File: config.mk
export PLATFORM = sky130hd
export DESIGN_NAME = xadac_issue_ctrl
export DESIGN_NICKNAME = d
export VERILOG_FILES = /design/src/rtl/xadac_pkg.sv /design/src/rtl/xadac_vec_busy.sv /design/src/rtl/xadac_issue_ctrl.sv
export SDC_FILE = /design/constraint.sdc
export NUM_CORES = 1
export LEC_CHECK = 0
export BUFFER_PORTS_ARGS = -buffer_cell sky130_fd_sc_hd__buf_4
export CAP_MARGIN = 30
export CORE_AREA = 2 2 314 316
export CTS_BUF_LIST = sky130_fd_sc_hd__clkbuf_16
export DETAILED_ROUTE_END_ITERATION = 8
export DIE_AREA = 0 0 316 318
export GPL_TIMING_DRIVEN = 0
export MAX_ROUTING_LAYER = met4
export PLACE_DENSITY = 0.42
export SLEW_MARGIN = 30
export SYNTH_ARGS = -nofsm -noshare
export SYNTH_HDL_FRONTEND = slang
export SYNTH_SLANG_ARGS = --single-unit
File: constraint.sdc
create_clock -name clk_i -period 13 [get_ports clk_i]
set_input_delay 2.6 -clock clk_i [delete_from_list [all_inputs] [get_ports clk_i]]
set_output_delay 2.6 -clock clk_i [all_outputs]
set_load 0.01 [all_outputs]
File: src/rtl/xadac_pkg.sv
// Shared types for the xadac issue path: request/response payloads, scoreboard
// counter width and the issue-stage state enum.
package xadac_pkg;

  localparam int SbLen  = 16;
  localparam int NoRs   = 2;
  localparam int NoVs   = 3;
  localparam int NoVec  = 32;
  localparam int VecLen = 64;

  typedef logic [3:0]                 IdT;
  typedef logic [31:0]                InstrT;
  typedef logic [4:0]                 RegAddrT;
  typedef logic [31:0]                RegDataT;
  typedef logic [$clog2(NoVec)-1:0]   VecAddrT;
  typedef logic [VecLen-1:0]          VecDataT;
  typedef logic [$clog2(SbLen+1)-1:0] ScbCntT;

  typedef enum logic [1:0] {
    ISSUE_EMPTY,
    ISSUE_STALL,
    ISSUE_VALID
  } IssueStateT;

  typedef struct packed {
    IdT                  id;
    InstrT               instr;
    RegAddrT [NoRs-1:0]  rs_addr;
    RegDataT [NoRs-1:0]  rs_data;
    VecAddrT [NoVs-1:0]  vs_addr;
    VecDataT [NoVs-1:0]  vs_data;
  } ExeReqT;

  typedef struct packed {
    IdT      id;
    RegDataT rd_data;
    logic    rd_write;
    RegAddrT rd_addr;
    VecDataT vd_data;
    logic    vd_write;
    VecAddrT vd_addr;
  } ExeRspT;

  // RAW on any read source or WAW on the destination against a busy table.
  function automatic logic vec_hazard(input logic [NoVs-1:0]   vs_read,
                                      input VecAddrT [NoVs-1:0] vs_addr,
                                      input logic               vd_clobber,
                                      input VecAddrT            vd_addr,
                                      input logic [NoVec-1:0]   busy);
    logic h;
    h = vd_clobber & busy[vd_addr];
    for (int k = 0; k < NoVs; k++) begin
      if (vs_read[k] && busy[vs_addr[k]]) h = 1'b1;
    end
    return h;
  endfunction

endpackage

File: src/rtl/xadac_vec_busy.sv
// Per-vector-register pending-write table; a set and a clear to the same
// register in one cycle leaves it busy.
module xadac_vec_busy
  import xadac_pkg::*;
(
  input  logic             clk_i,
  input  logic             rst_i,
  input  logic             set_i,
  input  VecAddrT          set_addr_i,
  input  logic             clr_i,
  input  VecAddrT          clr_addr_i,
  output logic [NoVec-1:0] busy_o
);

  logic [NoVec-1:0] busy_q, busy_d;

  always_comb begin
    busy_d = busy_q;
    if (clr_i) busy_d[clr_addr_i] = 1'b0;
    if (set_i) busy_d[set_addr_i] = 1'b1;
  end

  always_ff @(posedge clk_i or posedge rst_i) begin
    if (rst_i) busy_q <= '0;
    else       busy_q <= busy_d;
  end

  assign busy_o = busy_q;

endmodule

File: src/rtl/xadac_issue_ctrl.sv
// Single-entry issue stage that holds a request until its vector operands are
// free of pending writes and the outstanding-response budget allows issue.
module xadac_issue_ctrl
  import xadac_pkg::*;
#(
  parameter int MaxOutstanding = SbLen
) (
  input  logic             clk_i,
  input  logic             rst_i,
  input  logic             req_valid_i,
  output logic             req_ready_o,
  input  ExeReqT           req_i,
  input  logic [NoVs-1:0]  req_vs_read_i,
  input  logic             req_vd_clobber_i,
  input  VecAddrT          req_vd_addr_i,
  output logic             exe_valid_o,
  input  logic             exe_ready_i,
  output ExeReqT           exe_o,
  input  logic             rsp_valid_i,
  input  ExeRspT           rsp_i,
  output logic [NoVec-1:0] vec_busy_o,
  output ScbCntT           outstanding_o,
  output logic             err_o
);

  localparam ScbCntT MaxCnt   = ScbCntT'(MaxOutstanding);
  localparam ScbCntT MaxCntM1 = ScbCntT'(MaxOutstanding - 1);

  IssueStateT       state_q, state_d;
  ExeReqT           req_q;
  logic [NoVs-1:0]  vs_read_q;
  logic             vd_clobber_q;
  VecAddrT          vd_addr_q;
  ScbCntT           cnt_q, cnt_d;
  logic             err_q, err_d;
  logic [NoVec-1:0] busy, busy_after;
  logic             handshake, capture, set_fire, clr_fire;
  logic             stall_hazard, cap_hazard;
  logic             unused_rsp;

  assign unused_rsp = ^{rsp_i.id, rsp_i.rd_data, rsp_i.rd_write, rsp_i.rd_addr, rsp_i.vd_data};

  assign exe_valid_o = (state_q == ISSUE_VALID);
  assign handshake   = exe_valid_o & exe_ready_i;
  assign req_ready_o = ~rst_i & ((state_q == ISSUE_EMPTY) | handshake);
  assign capture     = req_valid_i & req_ready_o;
  assign set_fire    = handshake & vd_clobber_q;
  assign clr_fire    = rsp_valid_i & rsp_i.vd_write;

  xadac_vec_busy u_vec_busy (
    .clk_i      (clk_i),
    .rst_i      (rst_i),
    .set_i      (set_fire),
    .set_addr_i (vd_addr_q),
    .clr_i      (clr_fire),
    .clr_addr_i (rsp_i.vd_addr),
    .busy_o     (busy)
  );

  // A request captured alongside an issue must see the write that issue marks
  // busy and the count it adds; responses this cycle are only seen next cycle.
  always_comb begin
    busy_after = busy;
    if (set_fire) busy_after[vd_addr_q] = 1'b1;
  end

  assign stall_hazard = vec_hazard(vs_read_q, req_q.vs_addr, vd_clobber_q, vd_addr_q, busy)
                        | (cnt_q >= MaxCnt);
  assign cap_hazard   = vec_hazard(req_vs_read_i, req_i.vs_addr, req_vd_clobber_i,
                                   req_vd_addr_i, busy_after)
                        | (handshake ? (cnt_q >= MaxCntM1) : (cnt_q >= MaxCnt));

  always_comb begin
    state_d = state_q;
    if (capture) begin
      state_d = cap_hazard ? ISSUE_STALL : ISSUE_VALID;
    end else if (state_q == ISSUE_STALL && !stall_hazard) begin
      state_d = ISSUE_VALID;
    end else if (handshake) begin
      state_d = ISSUE_EMPTY;
    end
  end

  always_comb begin
    cnt_d = cnt_q;
    err_d = err_q;
    if (handshake && !rsp_valid_i) begin
      cnt_d = cnt_q + ScbCntT'(1);
    end else if (!handshake && rsp_valid_i && cnt_q != '0) begin
      cnt_d = cnt_q - ScbCntT'(1);
    end
    if (rsp_valid_i && cnt_q == '0) err_d = 1'b1;
    if (clr_fire && !busy[rsp_i.vd_addr]) err_d = 1'b1;
  end

  always_ff @(posedge clk_i or posedge rst_i) begin
    if (rst_i) begin
      state_q      <= ISSUE_EMPTY;
      req_q        <= '0;
      vs_read_q    <= '0;
      vd_clobber_q <= 1'b0;
      vd_addr_q    <= '0;
      cnt_q        <= '0;
      err_q        <= 1'b0;
    end else begin
      state_q <= state_d;
      cnt_q   <= cnt_d;
      err_q   <= err_d;
      if (capture) begin
        req_q        <= req_i;
        vs_read_q    <= req_vs_read_i;
        vd_clobber_q <= req_vd_clobber_i;
        vd_addr_q    <= req_vd_addr_i;
      end
    end
  end

  assign exe_o         = req_q;
  assign vec_busy_o    = busy;
  assign outstanding_o = cnt_q;
  assign err_o         = err_q;

endmodule

==> impl_results.md <==
* Status: complete, no violations
* Distinct cell type count after synthesis at 67
* Hold path cells at 1
* CP max FO at 5
* Layout area overhead at 50.1%
* Pre-antenna DRT Iters at 5
* Net count after synthesis at about 1700
* Worst skew pair latency at 0.62 ns
* Post-synth top area cell: dfrtp_1
* Finished Layout Cells at 3320
* R2R Path Start: state_q[1]
* GP Congestion at around 0.9
* Die outline width at 316 microns
* Critical path launch point type: input port
* Number of port buffers at 687
* CTS Sinks at ~370
* Sequential area share after synthesis at a little over half
* Vias at 14224
* Cts repair resizes at 0
* Flops & latches, synth at 366
* Top post-synthesis cells by area: dfrtp_1 (54%), mux2_2 (22%), mux4_2 (7.3%), nand2_1 (1.9%), clkbuf_1 (1.4%)
* Global route overflow at 0
* Final cycle utilization of the critical path at 44.7%
* Min-delay src: exe_o[127]
* RSZ-0062 raised after global routing: false
* Reg2Reg Depth at 6
* Reg2Reg Setup Slack at 9.66 ns
* Post-Route WL at 73.0 mm
* Min Tclk post-route at 5.81 ns
* Synthesized instance count at 1250
* Vias per cell at about 4.3
* YS warnings at 0
* Power density over cell area at roughly 240 nW/um^2
* Post-detail-place hpwl at 56.0 mm
* Crit path DAT at 3.21 ns
* ANT nets after route at 0
* Die area at around 100000 sq um
* Post-synth EDFFs at 0
* Global-route wire length before repair at 105 mm
* Mean Syn Cell Area at about 14 sq um
* Ports at 800
* Clock Tree Root: clkbuf_16
* Rel. slew slack at 40.4%
* Share of layout cells above drive strength 1 at between 50% and 60%
* WS Path Type: input port to output port
* Initial antenna violation count at 5
* Initial drt markers at about 810
* Post-CTS setup buffer count at 0
* Maximum vdd drop at 108 uV
* Post-synth top area share at 53.7%
* Gr usage total at 14.5%
* WL/cell at 22.0 microns
* Worst min path class: flop to flop
* Die Y at ~320 microns
* Dpl cells at 3229
* Clock transition at the registers of the reported paths at 0.05 ns
* Core ar. at 97400 sq um
* Initial core utilization at 17.5%
* Rows at 115
* WHS Endpoint: exe_o[127]
* CTS tree: yes
* Worst r2r dst: exe_o[65]
* Setup-failing EPs final at 0
* Worst Skew at ~0.018 ns
* Fmax at 172 MHz
* Post-Syn Area at 17100 sq um
* Hold_buf cts at 0
* H-tree depth at 2
* Max clock buf depth at 3
* Finished Core Util at 26.3%
* Max_cap viols at 0
* Worst-Margin Slew at 0.894 ns
* Maximum number of pins on one net before global-route repair at 90
* Worst setup EP type: output port
* Remaining DRCs at 0
* Fin. max-slew vios at 0
* Nets@finish at 2439
* Cts bufs inserted at 48
* Final hold violation count at 0
* Top_reg_cell synth: dfrtp_1
* Vias in the first global route at around 15000
* Ys async rst share at 100%
* Lkg Pwr at approximately 11 nW
* Worst Path Required at 10.40 ns
-- worst max-delay path, cell delays in order --
cell      delay [ns]
buf_4           0.11
inv_1           0.06
a211oi_1        0.25
buf_4           0.19
-- per-stage QoR --
step | cell area [sq um] | setup slack [ns] | total power, mW | hold slack [ns] | setup TNS [ns]
2_1_floorplan | 17100 | 0.240 | 3.34 | 0.481 | 0
3_3_place_gp | 23800 | -4.80 | 4.83 | 0.490 | -1729.97
3_5_place_dp | 24000 | 6.95 | 4.86 | 0.496 | 0
4_1_cts | 25600 | 7.16 | 6.30 | 0.508 | 0
5_1_grt | 25600 | 7.12 | 6.55 | 0.516 | 0
6_report | 25600 | 7.19 | 6.19 | 0.505 | 0
-- how the worst max path moves through the flow --
stage,start,endpoint,depth (start not counted)
final,exe_ready_i,req_ready_o,4
after global routing,exe_ready_i,req_ready_o,4
after CTS,exe_ready_i,req_ready_o,4
after detailed placement,exe_ready_i,exe_o[187],7
after global placement,rst_i,exe_o[65],2
after floorplan,rst_i,err_o,1
-- synth_stat cells (4+ instances only) --
master / number
mux2i_1: 16
nor3_1: 9
nor2b_1: 8
a2111oi_0: 5
nand3_1: 12
buf_6: 4
or4_1: 5
nor4_1: 4
mux4_2: 55
a31oi_1: 26
and2_1: 5
dfrtp_1: 366
and3_1: 5
and3b_1: 6
buf_1: 4
nand2_1: 85
a31o_2: 4
inv_1: 12
or3_1: 5
o211ai_1: 5
a211oi_1: 10
a22oi_1: 11
mux2_2: 332
clkbuf_1: 63
a21o_1: 5
a311oi_1: 17
o21ai_0: 46
nor2_1: 20
nor3b_1: 7
buf_2: 18
xor2_1: 4
nand2b_1: 4
nand4_1: 8
a21oi_1: 11
nand3b_1: 5
-- power by group --
part	internal, mW	leakage, nW	switching (mW)	total (mW)
clock network	0.832	0.845	0.547	1.38
registers	1.70	4.39	0.455	2.15
logic	1.44	6.12	1.22	2.66
-- flip-flops by register name, indices dropped and copies added (netlist names) --
signal and flops:
err_o 1, vs_read_q 3, state_q 2, exe_o 317, vd_addr_q 5, vd_clobber_q 1, u_vec_busy.busy_o 32, outstanding_o 5
-- area by class of cell --
cell class,instances,area (sq um)
well taps,1287,1610
repair buffers,692,5280
diodes,3,7.51
multi-input cells,781,7480
clock inverters,40,427
fillers,10186,71800
inverters,13,56.3
flip-flops and latches,366,9160
plain buffers,90,397
clock buffers,48,1200
-- cells by family after synthesis --
logic type      count (synthesis)  synth area share, %
compound gates                167                 6.81
fa+ha+maj                       4                0.337
flops                         366                 53.7
xor+xnor                        6                0.308
buf+inv                       103                 2.60
mux                           403                 30.1
simple gates                  201                 6.17
-- metal layers --
metal / vias up / global-route usage [%] / part of all wire [%]
met3: 115 / 3.97 / 8.2
li1: 6188 / - / -
met1: 7256 / 16.2 / 38
met5: - / - / 0
met4: 0 / 4.32 / 2.5
met2: 665 / 25.1 / 52
-- cells in the final DEF (no fill, tap or decap), types with 17 or more instances in the layout --
cell,count
inv_1,25
clkbuf_16,48
o21ai_0,46
dfrtp_1,366
nand2_1,85
a31oi_1,26
mux2_2,332
nor2_1,20
a311oi_1,17
buf_2,18
mux4_2,55
buf_4,689
clkbuf_1,61
No activity file was read; power rests on OpenSTA's default activity.
